--- src/rtl/io_tx_port.sv ---
// io_tx_port: bus-mapped 12-bit serial transmitter with a 4-entry FIFO and status register.
// Ports: iCLK system clock, iRESETn async active-low reset;
//        iADDR/iDATA/iCSELn/iWR_ENn processor bus (shared with memory);
//        oDATA status read data (zero when not selected), oSEL address-decode hit,
//        oTXD serial line (idle high), oBUSY high while a frame is in progress.
module io_tx_port #(
   parameter logic [11:0] TX_ADDR      = 12'o7770,
   parameter logic [11:0] STAT_ADDR    = 12'o7771,
   parameter int unsigned CLKS_PER_BIT = 4
) (
   input  logic        iCLK,
   input  logic        iRESETn,
   input  logic [11:0] iADDR,
   input  logic [11:0] iDATA,
   input  logic        iCSELn,
   input  logic        iWR_ENn,
   output logic [11:0] oDATA,
   output logic        oSEL,
   output logic        oTXD,
   output logic        oBUSY
);
   typedef enum logic [1:0] {IDLE, START, DATA, STOP} state_t;
   localparam logic [7:0] BAUD_LAST = 8'(CLKS_PER_BIT - 1);

   state_t      state_q, state_d;
   logic [7:0]  baud_q, baud_d;
   logic [3:0]  bit_q, bit_d;
   logic [11:0] shift_q, shift_d;
   logic        txd_q, txd_d, busy_q, busy_d;
   logic        wr_q, rd_q, ovf_q, ovf_d;
   logic [1:0]  wptr_q, wptr_d, rptr_q, rptr_d;
   logic [2:0]  cnt_q, cnt_d;
   logic [11:0] mem_q [4];
   logic        wr_c, rd_c, push, pop, push_ok, baud_end, full, empty;

   assign wr_c     = !iCSELn && !iWR_ENn && iADDR == TX_ADDR;
   assign rd_c     = !iCSELn && iWR_ENn && iADDR == STAT_ADDR;
   // a held write strobe only pushes on its first cycle
   assign push     = wr_c && !wr_q;
   assign full     = cnt_q == 3'd4;
   assign empty    = cnt_q == 3'd0;
   assign baud_end = baud_q == BAUD_LAST;
   // the serializer pops when idle, or on the last STOP cycle for back-to-back frames
   assign pop      = !empty && (state_q == IDLE || (state_q == STOP && baud_end));
   // a pop in the same cycle frees the slot a push at full needs
   assign push_ok  = push && (!full || pop);
   assign oSEL     = !iCSELn && (iADDR == TX_ADDR || iADDR == STAT_ADDR);
   assign oDATA    = rd_c ? {5'b0, ovf_q, cnt_q, busy_q, empty, full} : 12'o0000;
   assign oTXD     = txd_q;
   assign oBUSY    = busy_q;

   always_comb begin
      state_d = state_q;
      bit_d   = bit_q;
      shift_d = shift_q;
      baud_d  = (state_q == IDLE || baud_end) ? 8'd0 : baud_q + 8'd1;
      case (state_q)
         IDLE:  if (pop) begin
            state_d = START;
            shift_d = mem_q[rptr_q];
         end
         START: if (baud_end) begin
            state_d = DATA;
            bit_d   = 4'd0;
         end
         DATA:  if (baud_end) begin
            shift_d = shift_q >> 1;
            bit_d   = (bit_q == 4'd11) ? 4'd0 : bit_q + 4'd1;
            state_d = (bit_q == 4'd11) ? STOP : DATA;
         end
         STOP:  if (baud_end) begin
            state_d = pop ? START : IDLE;
            shift_d = pop ? mem_q[rptr_q] : shift_q;
         end
      endcase
      // outputs are registered from the next state so they change with it
      txd_d  = state_d == START ? 1'b0 : state_d == DATA ? shift_d[0] : 1'b1;
      busy_d = state_d != IDLE;
      wptr_d = push_ok ? wptr_q + 2'd1 : wptr_q;
      rptr_d = pop ? rptr_q + 2'd1 : rptr_q;
      cnt_d  = cnt_q + {2'b0, push_ok} - {2'b0, pop};
      // a dropped push outranks the clear from a status read on the same edge
      ovf_d  = (push && !push_ok) ? 1'b1 : (rd_c && !rd_q) ? 1'b0 : ovf_q;
   end

   always_ff @(posedge iCLK or negedge iRESETn) begin
      if (!iRESETn) begin
         state_q <= IDLE;
         baud_q  <= 8'd0;
         bit_q   <= 4'd0;
         shift_q <= 12'd0;
         txd_q   <= 1'b1;
         busy_q  <= 1'b0;
         wr_q    <= 1'b0;
         rd_q    <= 1'b0;
         ovf_q   <= 1'b0;
         wptr_q  <= 2'd0;
         rptr_q  <= 2'd0;
         cnt_q   <= 3'd0;
      end else begin
         state_q <= state_d;
         baud_q  <= baud_d;
         bit_q   <= bit_d;
         shift_q <= shift_d;
         txd_q   <= txd_d;
         busy_q  <= busy_d;
         wr_q    <= wr_c;
         rd_q    <= rd_c;
         ovf_q   <= ovf_d;
         wptr_q  <= wptr_d;
         rptr_q  <= rptr_d;
         cnt_q   <= cnt_d;
      end
   end

   always_ff @(posedge iCLK) begin
      if (push_ok) mem_q[wptr_q] <= iDATA;
   end
endmodule
--- config.mk ---
export PLATFORM = sky130hd
export DESIGN_NAME = io_tx_port
export DESIGN_NICKNAME = d
export VERILOG_FILES = /design/src/rtl/io_tx_port.sv
export SDC_FILE = /design/constraint.sdc
export NUM_CORES = 1
export LEC_CHECK = 0
export BUFFER_PORTS_ARGS = -buffer_cell sky130_fd_sc_hd__clkbuf_2
export CORE_ASPECT_RATIO = 1.25
export CORE_MARGIN = 2
export CORE_UTILIZATION = 60
export CTS_BUF_LIST = sky130_fd_sc_hd__clkbuf_8
export DETAILED_ROUTE_END_ITERATION = 8
export PLACE_DENSITY = 0.87
export SKIP_LAST_GASP = 1
export SLEW_MARGIN = 20
export SYNTH_ARGS = -nofsm -noshare
export SYNTH_HDL_FRONTEND = slang
export SYNTH_SLANG_ARGS = --single-unit
--- constraint.sdc ---
create_clock -name iCLK -period 3.3 [get_ports iCLK]
set_clock_uncertainty 0.1 [all_clocks]
set_input_delay 0 -clock iCLK [delete_from_list [all_inputs] [get_ports iCLK]]
set_output_delay 0 -clock iCLK [all_outputs]
set_load 0.01 [all_outputs]
======== Word-level counts from Yosys, hierarchy flattened ========
Memory sizes are Yosys's and may differ from the RTL's.
Index checks and enable logic that the tools add are counted.
storage, ports and cells
  memory bits (writable) .................. 48
  bits in registers ....................... 38
  memories ................................ 1
memories
  name   depth  bits a word  read ports  clocked after Yosys merged registers in  wr ports  line  RTL
  mem_q  4      12           1           0                                        1         33    logic [11:0] mem_q [4];
cells by class
  equality and inequality tests ........... 13
  add/subtract/negate cells ............... 6
  reduce and logical (&&, ||, !) cells .... 30
  mux-type cells .......................... 23
operators by type and width
  operator                                                               number
  12-bit 2-to-1 mux                                                      3
  12-bit one-hot mux with 3 select lines                                 1
  12-bit equality test, second input constant                            2
  4-bit 2-to-1 mux                                                       3
  1-bit logical AND                                                      11
  8-bit by 1-bit adder with 8-bit output, second input constant          1
  8-bit by 2-bit equality test with 1-bit output, second input constant  1
  1-bit 2-to-1 mux                                                       8
  2-bit 2-to-1 mux                                                       4
  8-bit 2-to-1 mux                                                       1
  2-bit one-hot mux with 4 select lines                                  1
  4-bit one-hot mux with 2 select lines                                  1
  1-bit logical NOT                                                      7
  7-bit 2-to-1 mux                                                       1
  2-bit equality test, second input constant                             3
  2-bit != test, second input constant                                   3
  3-bit AND reduction                                                    2
  2-bit nonzero test                                                     3
  2-bit by 1-bit adder with 2-bit output, second input constant          2
  4-bit by 1-bit adder with 4-bit output, second input constant          1
  2-bit by 1-bit equality test with 1-bit output, second input constant  2
  4-bit equality test, second input constant                             1
  1-bit logical OR                                                       4
  3-bit by 1-bit adder with 3-bit output                                 1
  other kinds (5)                                                        5

======== Longest topological paths before layout ========
Gate-level depths: netlist of the first run.
  depth after elaboration ................. 10
  mapped depth ............................ 9
  mapped depth without buffers ............ 9

======== Worst setup path after synthesis of the first run ========
No wires, ideal clock.
  path kind ............................... flip-flop to flip-flop
  start point ............................. register baud_q[0]
  end point ............................... register cnt_q[2]
  clock period less this slack ............ 2.784 ns
  stages on the path, launching flop included .. 10
  path slack .............................. 0.516 ns
  library setup time ...................... 0.123 ns
  data arrival time ....................... 2.561 ns
  cell sequence ........................... dfrtp_1 -> ha_1 -> nor3b_2 -> a31oi_1 -> nor2_1 -> mux2_2 -> ha_1 -> fa_1 -> xor2_1 -> xnor2_1
between the ends
  longest elaborated chain between the ends .. 8
RTL lines
  element                                           line  RTL
  start: declaration                                26    logic [7:0] baud_q, baud_d;
  start signal: assignment                          102   baud_q <= baud_d;
  8-bit by 2-bit equality test with 1-bit output *  42    assign baud_end = baud_q == BAUD_LAST;
  1-bit logical AND *                               44    assign pop = !empty && (state_q == IDLE || (state_q == STOP && baud_end));
  1-bit logical OR *                                44
  1-bit logical AND *                               44
  1-bit logical OR                                  46    assign push_ok = push && (!full || pop);
  1-bit logical AND                                 46
  3-bit by 1-bit adder with 3-bit output            81    cnt_d = cnt_q + {2'b0, push_ok} - {2'b0, pop};
  3-bit by 1-bit subtractor with 3-bit output *     81
  via cnt_d[2]                                      32    logic [2:0] cnt_q, cnt_d;
  end signal: assignment                            112   cnt_q <= cnt_d;
  end: declaration                                  32
The timed path passes the listed nets; every way through them passes the cells marked *.
A chain may end at the register's enable or synchronous reset.

======== Worst setup path in the final report of the first run ========
Ends and elaborated chain as after synthesis.

==> results of run 1 <==
-- worst min-delay path: cells and delay by family --
kind / cells / cell delay, ns
buf+inv: 1 / 0.08
compound gates: 1 / 0.13
simple gates: 3 / 0.29
-- metrics by stage --
stage,hold slack [ns],cell area (sq um),util [%],power [mW]
floorplan,-0.396,3830,-,1.18
global placement,0.0804,4080,66.2,1.20
detailed placement,0.0845,4080,66.2,1.20
CTS,0.0619,4470,72.5,1.94
global route,0.0902,4480,72.6,2.00
finish,0.0803,4480,72.6,1.94
-- final cells by class --
type | count | area (sq um)
clock inverters | 7 | 76.3
well taps | 85 | 106
inverters | 6 | 22.5
clock buffers | 9 | 124
multi-input cells | 160 | 1350
repair buffers | 60 | 405
fillers | 393 | 1690
flip-flops and latches | 86 | 2390
-- flip-flops by register name, indices dropped and copies added (netlist names) --
name	cells
ovf_q	1
oTXD	1
bit_q	4
wptr_q	2
state_q	2
wr_q	1
rd_q	1
rptr_q	2
shift_q	12
cnt_q	3
baud_q	8
oBUSY	1
mem_q	48
-- logic make-up after synthesis --
kind of cell / count (synthesis) / synth area share, %
AO/OA/AOI/OAI: 40 / 8.23
XOR/XNOR: 12 / 2.75
adder cells (fa/ha/maj): 8 / 2.82
buffers and inverters: 21 / 2.59
multiplexers: 14 / 7.67
other: 1 / 0.0983
flip-flops: 86 / 62.7
AND/OR/NAND/NOR: 81 / 13.1
-- cell usage after synthesis (2+ instances only) --
master,instances
nor3b_1,13
and3_1,3
buf_4,5
nor3_1,4
inv_1,6
nor2_1,13
o2bb2ai_1,2
edfxtp_1,48
dfrtp_1,37
xnor2_1,4
a21oi_1,5
clkbuf_1,8
a22oi_1,2
and2_1,11
mux4_2,12
a22o_1,3
nand4_1,2
a221o_1,11
nand2_1,9
nand3_1,9
a31oi_1,2
ha_1,7
and3b_1,2
xor2_1,8
nand2b_1,5
o21ai_0,7
-- where the power goes --
part           internal, mW  switching (mW)  leakage, nW
Combinational        0.0270          0.0276        0.770
Clock                 0.301           0.440        0.103
Sequential             1.14         0.00399        0.911
-- routing by layer --
metal / vias up / global-route usage (%) / wire, um
li1: 1108 / - / -
met2: 89 / 43.6 / 4280
met3: 19 / 5.50 / 425
met5: - / 0 / 0
met4: 0 / 10.5 / 206
met1: 1235 / 27.9 / 2730
-- worst max path at each step --
stage	start	end	slack, ns	cells after the start
2_1_floorplan	baud_q[0]	cnt_q[2]	0.52	9
3_3_place_gp	baud_q[0]	cnt_q[2]	0.57	9
3_5_place_dp	baud_q[0]	cnt_q[2]	0.49	9
4_1_cts	baud_q[0]	cnt_q[2]	0.47	9
5_1_grt	baud_q[0]	cnt_q[2]	0.29	9
6_report	baud_q[0]	cnt_q[2]	0.47	9
==> impl_metrics.toml, run 1 <==
[sta]
slew_headroom_pct = 36.4
fin_crit_sh_pct = 85.8
setup_viol = 0
min_period_ns = 2.83
fmax_mhz = 353
fin_ws_ns = 0.469
finalHoldViolCount = 0
tns_ns = 0
drv_slew = 0
rsz0062_at_grt = "no"
tightest_slew_ns = 0.954

[hold_path]
hold_end = "ovf_q"
hold_class = "in2reg"
whs_path_depth = 5
holdCritStartpoint = "iADDR[2]"

[placed_design]
place_inst = 378
numPortBuffers = 37
dpl.hpwl_um = 4640
pre_cts_ws_ns = 0.488
gp_congestion = 0.817

[worst_setup_path]
crit_family = "adder cells"
critical_path_required_ns = 3.45
r2r_cells = 9
cp_max_fo = 8
path_cells = "ha_1 -> nor3b_2 -> a31oi_1 -> nor2_1 -> mux2_2 -> ha_1 -> fa_1 -> xor2_1 -> xnor2_1"
r2r-start = "baud_q[0]"
cp-end-kind = "flop"
critPathLaunchType = "flop"
crit_buf_inv = 0
cp.arrival_ns = 2.98
crit_path_frequent_cell = "ha_1"
critPathKind = "reg2reg"
rrSetupSlack_ns = 0.47
slowest_delay_ns = 0.41
cpMaxStageDelayCell = "dfrtp_1"
r2r-end = "cnt_q[2]"

[floorplan]
dieArea_sq_um = 7020
io_pins = 43
initial_core_util_pct = 61.9
num_rows = 32
core-area_sq_um = 6170
dieHeight_um = 93.2
die_w_um = 75.3

[routing]
routed_wl_um = 7640
via_per_inst = 5.93
first_pass_iters = 4
vias = 2451
first_iter_violations = 161
drt-wirelength-per-cell_um = 18.5
postRouteAntennaNets = 0
drc = 0

[synth]
synthCells = 263
ys_types = 51
ys_ff_latch = 86
ys_warn_count = 0
async_reset_ff_share_pct = 44.2
synth_top_area_cell = "edfxtp_1"
synth_edf_count = 48
ys.flop_type = "edfxtp_1"
syn_area_sq_um = 3820
synth.area.top_cells = "edfxtp_1, dfrtp_1, mux4_2"
synth_top_area_share_pct = 37.8
synth_area_per_cell_sq_um = 14.5
ys_seq_area_share_pct = 62.7

[clock_network]
cts_buffers = 9
clock_sinks = 86
clock_path_buffers = 2
cts_tree = "yes"
root_buffer = "clkbuf_8"
cts-hold-fix-buffers = 19
cts_setup_buffers = 0
cts_resized = 0
clk_latency_ns = 0.37
path_clk_slew_ns = 0.09
h-tree-depth = 3

[pwr]
powerDensity_nw_per_um2 = 432
worst_ir_drop_vdd_v = 0.000432
power_leakage_nw = 1.78

[global_routing]
grt_pass1_wl_um = 12500
antenna_found_initial = 0
grt_start_max_net_pins = 39
grt_pass1_vias = 2533
grt_use_total_pct = 24.6
overflow = 0

[finish]
nets = 359
final_cell_mix = "edfxtp_1, dfrtp_1, clkbuf_2"
final_cells = 413
final_common_cell = "edfxtp_1"
area_delta_synth_final_pct = 17.3
drive_above_1_share_pct = 24.4
antenna_cells = 0

[flow_run]
maxCapViolations = 0

[run_status]
status = "completed"
(Power assumes the default switching activity.)
==> run 2: changes to the inputs <==
--- a/config.mk
+++ b/config.mk
@@ -11,7 +11,8 @@
 export CORE_UTILIZATION = 60
 export CTS_BUF_LIST = sky130_fd_sc_hd__clkbuf_8
 export DETAILED_ROUTE_END_ITERATION = 8
-export PLACE_DENSITY = 0.87
+export MAX_ROUTING_LAYER = met4
+export PLACE_DENSITY = 0.9
 export SKIP_LAST_GASP = 1
 export SLEW_MARGIN = 20
 export SYNTH_ARGS = -nofsm -noshare
==> run 2 against run 1 <==
  * Sequential power about the same
  * Via count down 3.1%
  * Flip-flop and latch count unchanged
  * Critical path type unchanged
  * Largest power group unchanged
==> impl_metrics.toml, run 2 (synthesis gave the netlist of run 1 again) <==
[sta]
setup_viol = 0
tns_ns = 0
fin_crit_sh_pct = 88.3
hold_ws_ns = 0.0113
min_period_ns = 2.92
fmax_mhz = 343
drv_slew = 0
rsz0062_at_grt = "no"
fin_ws_ns = 0.385
tightest_slew_ns = 0.963
slew_headroom_pct = 35.5
finalHoldViolCount = 0

[global_routing]
grt_pass1_vias = 2464
antenna_found_initial = 0
overflow = 0
grt_pass1_wl_um = 12000
grt_use_total_pct = 24.1
grt_start_max_net_pins = 39

[placed_design]
placed_cell_area_sq_um = 4090
numPortBuffers = 37
pre_cts_ws_ns = 0.431
place_inst = 379
dpl.hpwl_um = 4750
gp_congestion = 0.827

[finish]
fin_area_sq_um = 4450
final_cells = 412
nFillCells = 397
nets = 358
final_cell_mix = "edfxtp_1, dfrtp_1, clkbuf_2"
regMostFlops = "mem_q"
reg_top3 = "mem_q: 48 flops, shift_q: 12 flops, baud_q: 8 flops"
regArea_sq_um = 2390
largest_reg_flops = 48
multiInputGateArea_sq_um = 1340
area_delta_synth_final_pct = 16.6
antenna_cells = 0
utilization_pct = 72.2
final_common_cell = "edfxtp_1"
drive_above_1_share_pct = 24.5

[clock_network]
cts_buffers = 9
cts_resized = 0
path_clk_slew_ns = 0.09
clock_sinks = 86
root_buffer = "clkbuf_8"
h-tree-depth = 3
cts_tree = "yes"
clock_path_buffers = 2
clk_latency_ns = 0.36

[worst_setup_path]
r2r_cells = 9
slowest_delay_ns = 0.42
crit_path_frequent_cell = "ha_1"
critPathKind = "reg2reg"
cp.arrival_ns = 3.06
cp_max_fo = 8
cpMaxStageDelayCell = "nor3b_2"
rrSetupSlack_ns = 0.38
r2r-start = "baud_q[0]"
path_cells = "ha_1 -> nor3b_2 -> a31oi_1 -> nor2_1 -> mux2_2 -> ha_1 -> fa_1 -> xor2_1 -> xnor2_1"
crit_buf_inv = 0
crit_family = "adder cells"
critPathLaunchType = "flop"
r2r-end = "cnt_q[2]"
critical_path_required_ns = 3.45
cp-end-kind = "flop"

[floorplan]
dieHeight_um = 93.2
core-area_sq_um = 6170
num_rows = 32
io_pins = 43
die_w_um = 75.3
dieArea_sq_um = 7020
initial_core_util_pct = 61.9

[routing]
first_iter_violations = 167
drc = 0
first_pass_iters = 4
vias = 2376
routed_wl_um = 7250
drt-wirelength-per-cell_um = 17.6
via_per_inst = 5.77
postRouteAntennaNets = 0

[hold_path]
hold_end = "ovf_q"
holdCritStartpoint = "iADDR[1]"
hold_class = "in2reg"
whs_path_depth = 4

[pwr]
power_leakage_nw = 1.77
p_total_mw = 1.91
powerDensity_nw_per_um2 = 428
worst_ir_drop_vdd_v = 0.000328

[run_status]
status = "completed"

[flow_run]
maxCapViolations = 0
## run 2: cell count changes in the layout (fill, tap and decap cells not counted)
cell           delta
a31oi_1           +1
clkinv_8          -1
clkinv_4          -1
clkinvlp_4        +2
a31oi_2           -1
dlygate4sd3_1     -2
buf_4             +1
## run 2: worst min-delay path, stage by stage
cell,delay [ns]
clkbuf_2,0.08
or4b_4,0.12
or4_4,0.16
o2bb2ai_1,0.08
## run 2: layout make-up
cell class	count	area share (%)
multi-input cells	160	30.2
flip-flops and latches	86	53.8
clock buffers	9	2.78
well taps	85	2.39
repair buffers	59	8.83
clock inverters	7	1.49
inverters	6	0.506
## run 2: power breakdown
part / leakage [nW] / total (mW) / switching (mW) / internal [mW]
clock: 0.0918 / 0.710 / 0.417 / 0.293
sequential: 0.911 / 1.14 / 0.00443 / 1.14
combinational: 0.768 / 0.0537 / 0.0274 / 0.0263
total: 1.77 / 1.91 / 0.449 / 1.46
## run 2: timing repair
item | in CTS | in global routing
endpoints found under the hold margin | 88 | 0
hold buffers | 17 | 0
buffers inserted | 0 | 0
## run 2: routing by layer
layer  part of all wire [%]  track usage (%)
met4                    2.1             8.77
met1                     38             28.2
met2                     56             41.1
met3                    3.6             4.31
met5                      0                -
## run 2: worst max-delay path by stage
stage                     cells after the start      start  slack [ns]  endpoint
after floorplan                               9  baud_q[0]        0.52  cnt_q[2]
after CTS                                     9  baud_q[0]        0.37  cnt_q[2]
after global placement                        9  baud_q[0]        0.57  cnt_q[2]
after global routing                          9  baud_q[0]        0.18  cnt_q[2]
final                                         9  baud_q[0]        0.38  cnt_q[2]
after detailed placement                      9  baud_q[0]        0.43  cnt_q[2]
